`config.mk`:
```
export PLATFORM = sky130hd
export DESIGN_NAME = dmaster_st_channel_arbiter
export DESIGN_NICKNAME = d
export VERILOG_FILES = /design/src/rtl/dmaster_st_channel_arbiter.sv
export SDC_FILE = /design/constraint.sdc
export NUM_CORES = 1
export LEC_CHECK = 0
export BUFFER_PORTS_ARGS = -buffer_cell sky130_fd_sc_hd__buf_2
export CORE_ASPECT_RATIO = 0.9
export CORE_MARGIN = 2
export CORE_UTILIZATION = 37
export CTS_CLUSTER_DIAMETER = 80
export CTS_CLUSTER_SIZE = 30
export DETAILED_ROUTE_END_ITERATION = 6
export PLACE_DENSITY = 0.71
export SYNTH_ARGS = -nofsm -noshare
export SYNTH_HDL_FRONTEND = slang
export SYNTH_SLANG_ARGS = --single-unit
```
`constraint.sdc`:
```
create_clock -name clk -period 3.36 [get_ports clk]
set_input_delay 0.168 -clock clk [delete_from_list [all_inputs] [get_ports clk]]
set_output_delay 0.168 -clock clk [all_outputs]
set_load 0.01 [all_outputs]
```
`src/rtl/dmaster_st_channel_arbiter.sv`:
```
// Packet-aware round-robin arbiter: grants one Avalon-ST source for a whole packet,
// tags each beat with its source index and drives a registered, backpressured output.
module dmaster_st_channel_arbiter #(
   parameter int unsigned NUM_CH = 4,
   parameter int unsigned DATA_W = 8,
   parameter int unsigned CH_W   = 8
) (
   input  logic                     clk,
   input  logic                     reset_n,
   input  logic [NUM_CH-1:0]        in_valid,
   output logic [NUM_CH-1:0]        in_ready,
   input  logic [NUM_CH*DATA_W-1:0] in_data,
   input  logic [NUM_CH-1:0]        in_startofpacket,
   input  logic [NUM_CH-1:0]        in_endofpacket,
   input  logic                     out_ready,
   output logic                     out_valid,
   output logic [DATA_W-1:0]        out_data,
   output logic                     out_startofpacket,
   output logic                     out_endofpacket,
   output logic [CH_W-1:0]          out_channel,
   output logic                     grant_busy
);

   localparam int unsigned GW = (NUM_CH > 1) ? $clog2(NUM_CH) : 1;

   typedef enum logic {IDLE, LOCKED} state_t;

   state_t          state;
   logic [GW-1:0]   grant;
   logic [GW-1:0]   ptr;
   logic [GW-1:0]   pick;
   logic [GW-1:0]   grant_next;
   logic            slot_open;
   logic            accept;
   logic [DATA_W-1:0] beat_data;
   logic            beat_sop;
   logic            beat_eop;

   // The output slot is free when empty or draining this cycle; never depends on in_valid.
   assign slot_open = ~out_valid | out_ready;

   always_comb begin
      in_ready = '0;
      if (state == LOCKED) in_ready[grant] = slot_open;
   end

   always_comb begin
      beat_data = in_data[32'(grant) * DATA_W +: DATA_W];
      beat_sop  = in_startofpacket[grant];
      beat_eop  = in_endofpacket[grant];
      accept    = (state == LOCKED) & in_valid[grant] & slot_open;
   end

   // Scan downward from the farthest candidate so the nearest request at or after ptr wins.
   always_comb begin
      int unsigned   idx;
      logic [GW-1:0] cand;
      idx  = 0;
      cand = '0;
      pick = ptr;
      for (int unsigned i = NUM_CH; i > 0; i--) begin
         idx = 32'(ptr) + i - 1;
         if (idx >= NUM_CH) idx = idx - NUM_CH;
         cand = GW'(idx);
         if (in_valid[cand]) pick = cand;
      end
   end

   always_comb begin
      if (32'(grant) == NUM_CH - 1) grant_next = '0;
      else                          grant_next = grant + 1'b1;
   end

   always_ff @(posedge clk or negedge reset_n) begin
      if (!reset_n) begin
         state             <= IDLE;
         grant             <= '0;
         ptr               <= '0;
         grant_busy        <= 1'b0;
         out_valid         <= 1'b0;
         out_data          <= '0;
         out_startofpacket <= 1'b0;
         out_endofpacket   <= 1'b0;
         out_channel       <= '0;
      end else begin
         case (state)
            IDLE: begin
               if (|in_valid) begin
                  grant      <= pick;
                  state      <= LOCKED;
                  grant_busy <= 1'b1;
               end
            end
            LOCKED: begin
               if (accept && beat_eop) begin
                  state      <= IDLE;
                  ptr        <= grant_next;
                  grant_busy <= 1'b0;
               end
            end
         endcase

         if (accept) begin
            out_valid         <= 1'b1;
            out_data          <= beat_data;
            out_startofpacket <= beat_sop;
            out_endofpacket   <= beat_eop;
            out_channel       <= CH_W'(grant);
         end else if (out_ready) begin
            out_valid <= 1'b0;
         end
      end
   end

endmodule

```
==> results of run 1 <==
==> per-stage QoR <==
step / power (W) / setup WS [ns] / utilization, % / cells / area, sq um
after global placement: 0.001219 / 1.252 / 47.61 / 201 / 1620
after global routing: 0.001514 / 1.093 / 49.23 / 206 / 1675
after detailed placement: 0.001246 / 1.200 / 47.61 / 201 / 1620
after floorplan: 0.001062 / 1.682 / - / 106 / 1340
after CTS: 0.001411 / 1.196 / 49.23 / 206 / 1675
final: 0.001399 / 1.220 / 49.23 / 206 / 1675
==> routing by layer <==
metal | vias up | wire length (um) | GRT usage, %
met4 | 0 | 44 | 5.248
met3 | 5 | 255 | 3.896
met2 | 48 | 1525 | 25.86
met1 | 510 | 1198 | 18.81
met5 | - | 0 | 0
li1 | 486 | - | -
==> final timing paths <==
kind	startpoint	slack (ns)	cells past startpoint	endpoint
worst max-delay path	grant[0]$_DFFE_PN0P_	1.22	4	out_data[1]$_DFFE_PN0P_
worst min register to register	grant_busy$_DFFE_PN0P_	0.50	1	grant_busy$_DFFE_PN0P_
worst max register to register	grant[0]$_DFFE_PN0P_	1.22	4	out_data[1]$_DFFE_PN0P_
min in group asynchronous	reset_n	0.37	2	out_data[0]$_DFFE_PN0P_
max in group asynchronous	reset_n	2.69	2	ptr[1]$_DFFE_PN0P_
worst min-delay path	in_valid[1]	0.31	3	grant[0]$_DFFE_PN0P_
==> layout by cell type, fill, tap and decap left out, types with 2 or more instances in the layout <==
master    instances
nor2_1            2
o21ai_0           2
nand2b_1          4
mux2_2            5
mux2_4            9
and3_1            4
or2_2             2
buf_2            64
dfrtp_1          19
ha_1              4
mux4_2            8
inv_1             3
clkbuf_8          3
mux4_1            3
a21boi_0          2
a21o_1            2
a21bo_2           2
conb_1            6
nand2_1           2
==> state kept, by name, summed over array words and instances (netlist names) <==
signal / cells
ptr: 2
state: 1
out_startofpacket: 1
out_channel: 2
out_endofpacket: 1
out_valid: 1
grant: 2
grant_busy: 1
out_data: 8
==> critical path, stage by stage, from the launching register on <==
cell	delay, ns
dfrtp_1	0.50
buf_4	0.27
mux4_2	0.56
nand3_2	0.31
mux2_2	0.38
==> logic make-up (layout without fill, tap and decap cells) <==
logic type | after synthesis | count (layout) | synth area share (%)
muxes | 25 | 25 | 34.09
AOI/OAI and AO/OA | 15 | 15 | 8.428
adders and majority gates | 4 | 4 | 3.788
buffers and inverters | 17 | 73 | 8.617
DFF | 19 | 19 | 35.99
other | 1 | 6 | 0.2838
and+or+nand+nor | 20 | 20 | 8.807
==> layout make-up <==
type                       instances  area [sq um]  area share, %
sequential                        19         475.5          28.38
multi-input combinational         70         750.7          44.81
inverter                           3         11.26         0.6721
tap                               44         55.05          3.286
timing repair buffer              66         337.8          20.16
clock buffer                       4         45.04          2.689
==> report_power, final <==
part | switching [W] | leakage (nW) | internal, W
Clock | 0.0000753 | 0.0228 | 0.0000844
Combinational | 0.000299 | 0.610 | 0.000456
Sequential | 0.000137 | 0.220 | 0.000347
==> reports/results.tsv, run 1 <==
stage	metric	value	unit
placed_design	io_buffers	64	
synth	synthArstFlopShare	100.0	%
synth	synth.top_cell.area_share	35.98	%
global_route	grt_pass1_vias	973	
critical_path	arrival	2.29	ns
run_status	status	complete, no violations	
worst_hold_path	hold_class	input port to flip-flop	
synth	yosysWarnings	0	
floorplanning	start_util	38.82	%
critical_path	path_max_fanout	11	
placed_design	place_congestion	0.7908	
synth	synth_seq_cells	19	
floorplanning	ios	71	
routing	drc	0	
sta	finClkSkew	0.001600	ns
clock_network	cts_buffers	3	
synth	synth_top_cell_by_area	dfrtp_1	
routing	routed_wl	3023	um
placed_design	post-dp-hpwl	2342	um
pwr	p_leak	0.8537	nW
global_route	grt.total_usage	15.11	%
sta	worst_pin_slew	0.6760	ns
synth	syn-cell-area	1321	sq um
synth	synth_edf_count	0	
global_route	grt_antenna_before_repair	0	
global_route	overflow	0	
synth	synth-seq-area-share	35.98	%
routing	antenna_left	0	
sta	fin_crit	2.140	ns
floorplanning	rows	20	
critical_path	start_kind	flip-flop	
finish	syn_to_final_growth	26.80	%
routing	drtIter0Drc	84	
clock_network	clk_latency	0.26	ns
global_route	grt_max_degree	20	
sta	max_freq	467.2	MHz
sta	holdWs	0.3129	ns
finish	drive_above_1_share	58.64	%
finish	fill_cells	315	
synth	ys.flop_type	dfrtp_1	
flow_run	cap_violations	0	
critical_path	end_kind	flip-flop	
sta	finalSetupViolCount	0	
pwr	ir_drop	0.2625	mV
routing	vias	1049	
critical_path	crit_required	3.51	ns
sta	timing.final.max_slew_violations	0	
clock_network	post_cts_buffers	0	
synth	synth_cell_type_count	37	
clock_network	cts.sinks	19	
clock_network	cts_tree	done	
floorplanning	floorplan.die_area	4066	sq um
sta	slew_headroom	54.93	%
sta	rsz0062_at_grt	false	
clock_network	htree_levels	1	
floorplanning	coreArea	3403	sq um
synth	syn_inst	101	
critical_path	critical_path_class	flip-flop to flip-flop	
clock_network	cts_root_buffer	clkbuf_8	
floorplanning	die_w	66.99	um
pwr	power.density	834.8	nW/um^2
synth	synth_area_leaders	dfrtp_1 36%, mux4_2 14%, mux2_4 10%	
clock_network	ctsResizeCount	0	
routing	vias_per_cell	5.092	
floorplanning	die_h	60.69	um
finish	diodes	0	
finish	nNetsFinal	214	
clock_network	holdBufCountCts	1	
sta	fin_crit_sh	63.70	%
clock_network	clockBufferDepth	2	
synth	yosysMostFrequentCell	dfrtp_1	
sta	setup-tns-final	0	ns
clock_network	clk_pin_slew_worst_paths	0.07	ns
routing	wl_per_cell	14.67	um
routing	drt_pass1_iterations	6	
sta	hold_viol_final	0	
global_route	grt_first_pass_wirelength	4512	um
synth	syn_avg_cell_area	13.08	sq um
synth	synth_common_cells	19 x dfrtp_1, 9 x mux2_4, 8 x mux4_2, 6 x buf_4, 5 x mux2_2	
Power figures use the tool's default switching activity.
==> run 2: changes to the inputs <==
Settings changed: ABC_AREA set to 1, PLACE_DENSITY 0.71 to 0.73.
Clock period 3.36 ns to 1.9 ns, I/O delays scaled along.
==> run 2 against run 1 <==
Against the previous run:
- area after synthesis is 7.2% higher
- routed wire length is 17% higher
- flip-flop and latch count stayed put
- clock-buffer cell count is 1 lower
- critical path type is now flip-flop to primary output
- sequential power is 64% higher
- via count is 43% higher
==> reports/results.tsv, run 2 <==
stage	metric	value	unit	change
run_status	status	complete, no violations		
clock_network	cts_root_buffer	clkbuf_8		
synth	synth_top_cell_by_area	dfrtp_1		
synth	synth-seq-area-share	33.57	%	-2.4 points
pwr	combPwrFrac	61.3	%	+7.4 points
floorplanning	start_util	38.23	%	-0.59 points
finish	regArea	475.5	sq um	unchanged
finish	regMostFlops	out_data		
routing	vias_per_cell	4.685		-8.0%
pwr	ir_drop	0.5878	mV	+120%
pwr	power.total	0.002822	W	+100%
critical_path	crit_required	1.80	ns	-1.71 ns
sta	hold_viol_final	0		unchanged
synth	synth_edf_count	0		unchanged
clock_network	clk_pin_slew_worst_paths	0.08	ns	about the same
critical_path	path_max_fanout	11		unchanged
global_route	grt_pass1_vias	1396		+43%
placed_design	place_ws	0.3134	ns	-0.8868 ns
finish	fill_cells	374		+19%
global_route	grt_first_pass_wirelength	6141	um	+36%
sta	fin_crit_sh	87.73	%	
worst_hold_path	hold_class	input port to flip-flop		
synth	synth_xor_xnor_area_share	0	%	unchanged
floorplanning	rows	21		+5.0%
floorplanning	die_w	69.22	um	+3.3%
finish	drive_above_1_share	30.18	%	-28 points
routing	wl_per_cell	11.01	um	-25%
pwr	p_int	0.001424	W	+61%
synth	synthAdderAreaFrac	3.534	%	-0.25 points
routing	drtIter0Drc	71		-15%
global_route	grt.total_usage	17.14	%	+2.0 points
synth	synth_compound_area_share	18.11	%	+9.7 points
synth	muxShareOfSynthArea	0	%	-34 points
sta	max_freq	600.0	MHz	
routing	vias	1504		+43%
floorplanning	ios	71		unchanged
critical_path	end_kind	primary output		
pwr	p_clk_share	10.6	%	-0.8 points
floorplanning	floorplan.die_area	4339	sq um	+6.7%
pwr	switching_share	49.54	%	+13 points
synth	synthArstFlopShare	100.0	%	unchanged
sta	setup-tns-final	0	ns	unchanged
synth	syn_inst	214		+110%
clock_network	htree_levels	1		unchanged
clock_network	clk_latency	0.27	ns	about the same
critical_path	ff2ff_setup_slack	0.29	ns	-0.93 ns
synth	ys.flop_type	dfrtp_1		
synth	synth_top_family_by_area	simple AND/OR/NAND/NOR gates		
synth	synth_area_leaders	dfrtp_1 34%, nand2_1 20%, o21ai_0 8.1%		
placed_design	place_congestion	0.8542		+8.0%
pwr	p_sw	0.001398	W	+170%
finish	diodes	0		unchanged
critical_path	start_kind	flip-flop		
finish	syn_to_final_growth	26.33	%	
routing	drc	0		unchanged
flow_run	cap_violations	0		unchanged
sta	layout_setup_ws	0.2332	ns	-0.9865 ns
finish	multi_input_area	784.5	sq um	+4.5%
routing	drt_pass1_iterations	4		-2
global_route	grt_max_degree	25		+25%
routing	antenna_left	0		unchanged
finish	nNetsFinal	327		+53%
sta	timing.final.max_slew_violations	0		unchanged
critical_path	arrival	1.57	ns	-0.72 ns
clock_network	clockBufferDepth	2		unchanged
sta	rsz0062_at_grt	false		
synth	synth_common_cells	76 x nand2_1, 28 x nor2_1, 23 x o21ai_0, 19 x dfrtp_1, 13 x inv_1		
clock_network	cts_buffers	3		unchanged
sta	finClkSkew	0.009948	ns	+0.008348 ns
sta	finalSetupViolCount	0		unchanged
synth	synth_cell_type_count	25		-32%
sta	fin_crit	1.667	ns	
routing	routed_wl	3534	um	+17%
synth	syn_avg_cell_area	6.618	sq um	-49%
global_route	grt_antenna_before_repair	0		unchanged
placed_design	post-dp-hpwl	2800	um	+20%
finish	mostFrequentLayoutCells	76 x nand2_1, 64 x buf_2, 28 x nor2_1		
clock_network	cts_tree	done		
synth	yosysMostFrequentCell	nand2_1		
pwr	seq_power_share	28.1	%	-6.5 points
placed_design	io_buffers	64		unchanged
synth	synth.top_cell.area_share	33.57	%	-2.4 points
synth	yosysWarnings	0		unchanged
synth	yosys.area_share.simple	32.16	%	+23 points
finish	final_common_cell	nand2_1		
pwr	power.density	1577	nW/um^2	+89%
critical_path	critical_path_class	flip-flop to primary output		
finish	final_core_util	48.29	%	-0.93 points
clock_network	post_cts_buffers	0		unchanged
clock_network	cts.sinks	19		unchanged
synth	syn-cell-area	1416	sq um	+7.2%
global_route	overflow	0		unchanged
floorplanning	coreArea	3705	sq um	+8.9%
synth	synth_seq_cells	19		unchanged
finish	largest_reg_flops	8		unchanged
floorplanning	die_h	62.70	um	+3.3%
pwr	p_leak	1.031	nW	+21%
run 2: changes by cell type after synthesis, moves of 4 or more:
cell,delta
and3_1,-4
o21ai_0,+21
nand3_1,+5
mux2_2,-5
o21ai_1,+5
mux2_4,-9
mux4_2,-8
nand2b_1,-4
inv_1,+10
o22ai_1,+8
nor2_1,+26
nand2_1,+74
run 2: final timing paths:
kind / startpoint / end / cells past startpoint
min in group asynchronous: reset_n / out_data[5]$_DFFE_PN0P_ / 2
setup reg to reg: grant[0]$_DFFE_PN0P_ / state$_DFF_PN0_ / 8
setup / recovery: grant[1]$_DFFE_PN0P_ / in_ready[1] / 5
hold reg to reg: out_endofpacket$_DFFE_PN0P_ / out_endofpacket$_DFFE_PN0P_ / 2
hold / removal: out_ready / out_valid$_DFFE_PN0P_ / 4
max in group asynchronous: reset_n / ptr[0]$_DFFE_PN0P_ / 2
run 2: power groups by stage:
stage                     combinational, W  sequential, W  clock (W)
after global placement             0.00171       0.000801          0
after floorplan                    0.00132       0.000785          0
after detailed placement           0.00174       0.000798          0
final                              0.00173       0.000794   0.000299
after global routing               0.00200       0.000829   0.000320
after CTS                          0.00174       0.000793   0.000303
run 2: what timing repair did:
action,in CTS,in global routing
endpoints found under the setup margin,0,0
gates resized for setup,0,0
hold buffers,1,0
hold endpoints to repair,19,0
run 2: kinds of logic (layout without fill, tap and decap cells):
| logic type | count (synthesis) | after routing |
|---|---|---|
| buf+inv | 33 | 89 |
| fa+ha+maj | 4 | 4 |
| flops | 19 | 19 |
| simple gates | 115 | 115 |
| compound gates | 42 | 42 |
| other cells | 1 | 6 |
run 2: critical path: stages, from the launching register on:
cell     delay, ns
dfrtp_1       0.58
inv_1         0.24
ha_1          0.23
nand2_1       0.06
nor2_1        0.04
buf_2         0.14
run 2: metrics by stage:
step | instances | hold slack [ns] | area [sq um]
after floorplan | 219 | -0.2006 | 1435
after detailed placement | 316 | 0.06684 | 1730
after global routing | 321 | 0.2075 | 1789
final | 321 | 0.1838 | 1789
after CTS | 321 | 0.1821 | 1789
after global placement | 316 | 0.06108 | 1730
run 2: metal layers:
metal,GRT usage [%],wire length (um),vias to the layer above
met3,4.194,265,3
met2,27.40,1571,47
met1,23.54,1672,664
met4,3.676,25,0
li1,-,-,790
met5,0,0,-
run 2: final cells by class:
type,count,share of cell area (%)
clock inverters,1,0.4196
multi-input cells,167,43.85
clock buffers,3,2.308
well taps,46,3.217
repair buffers,69,20.14
inverters,16,3.496
flip-flops and latches,19,26.57
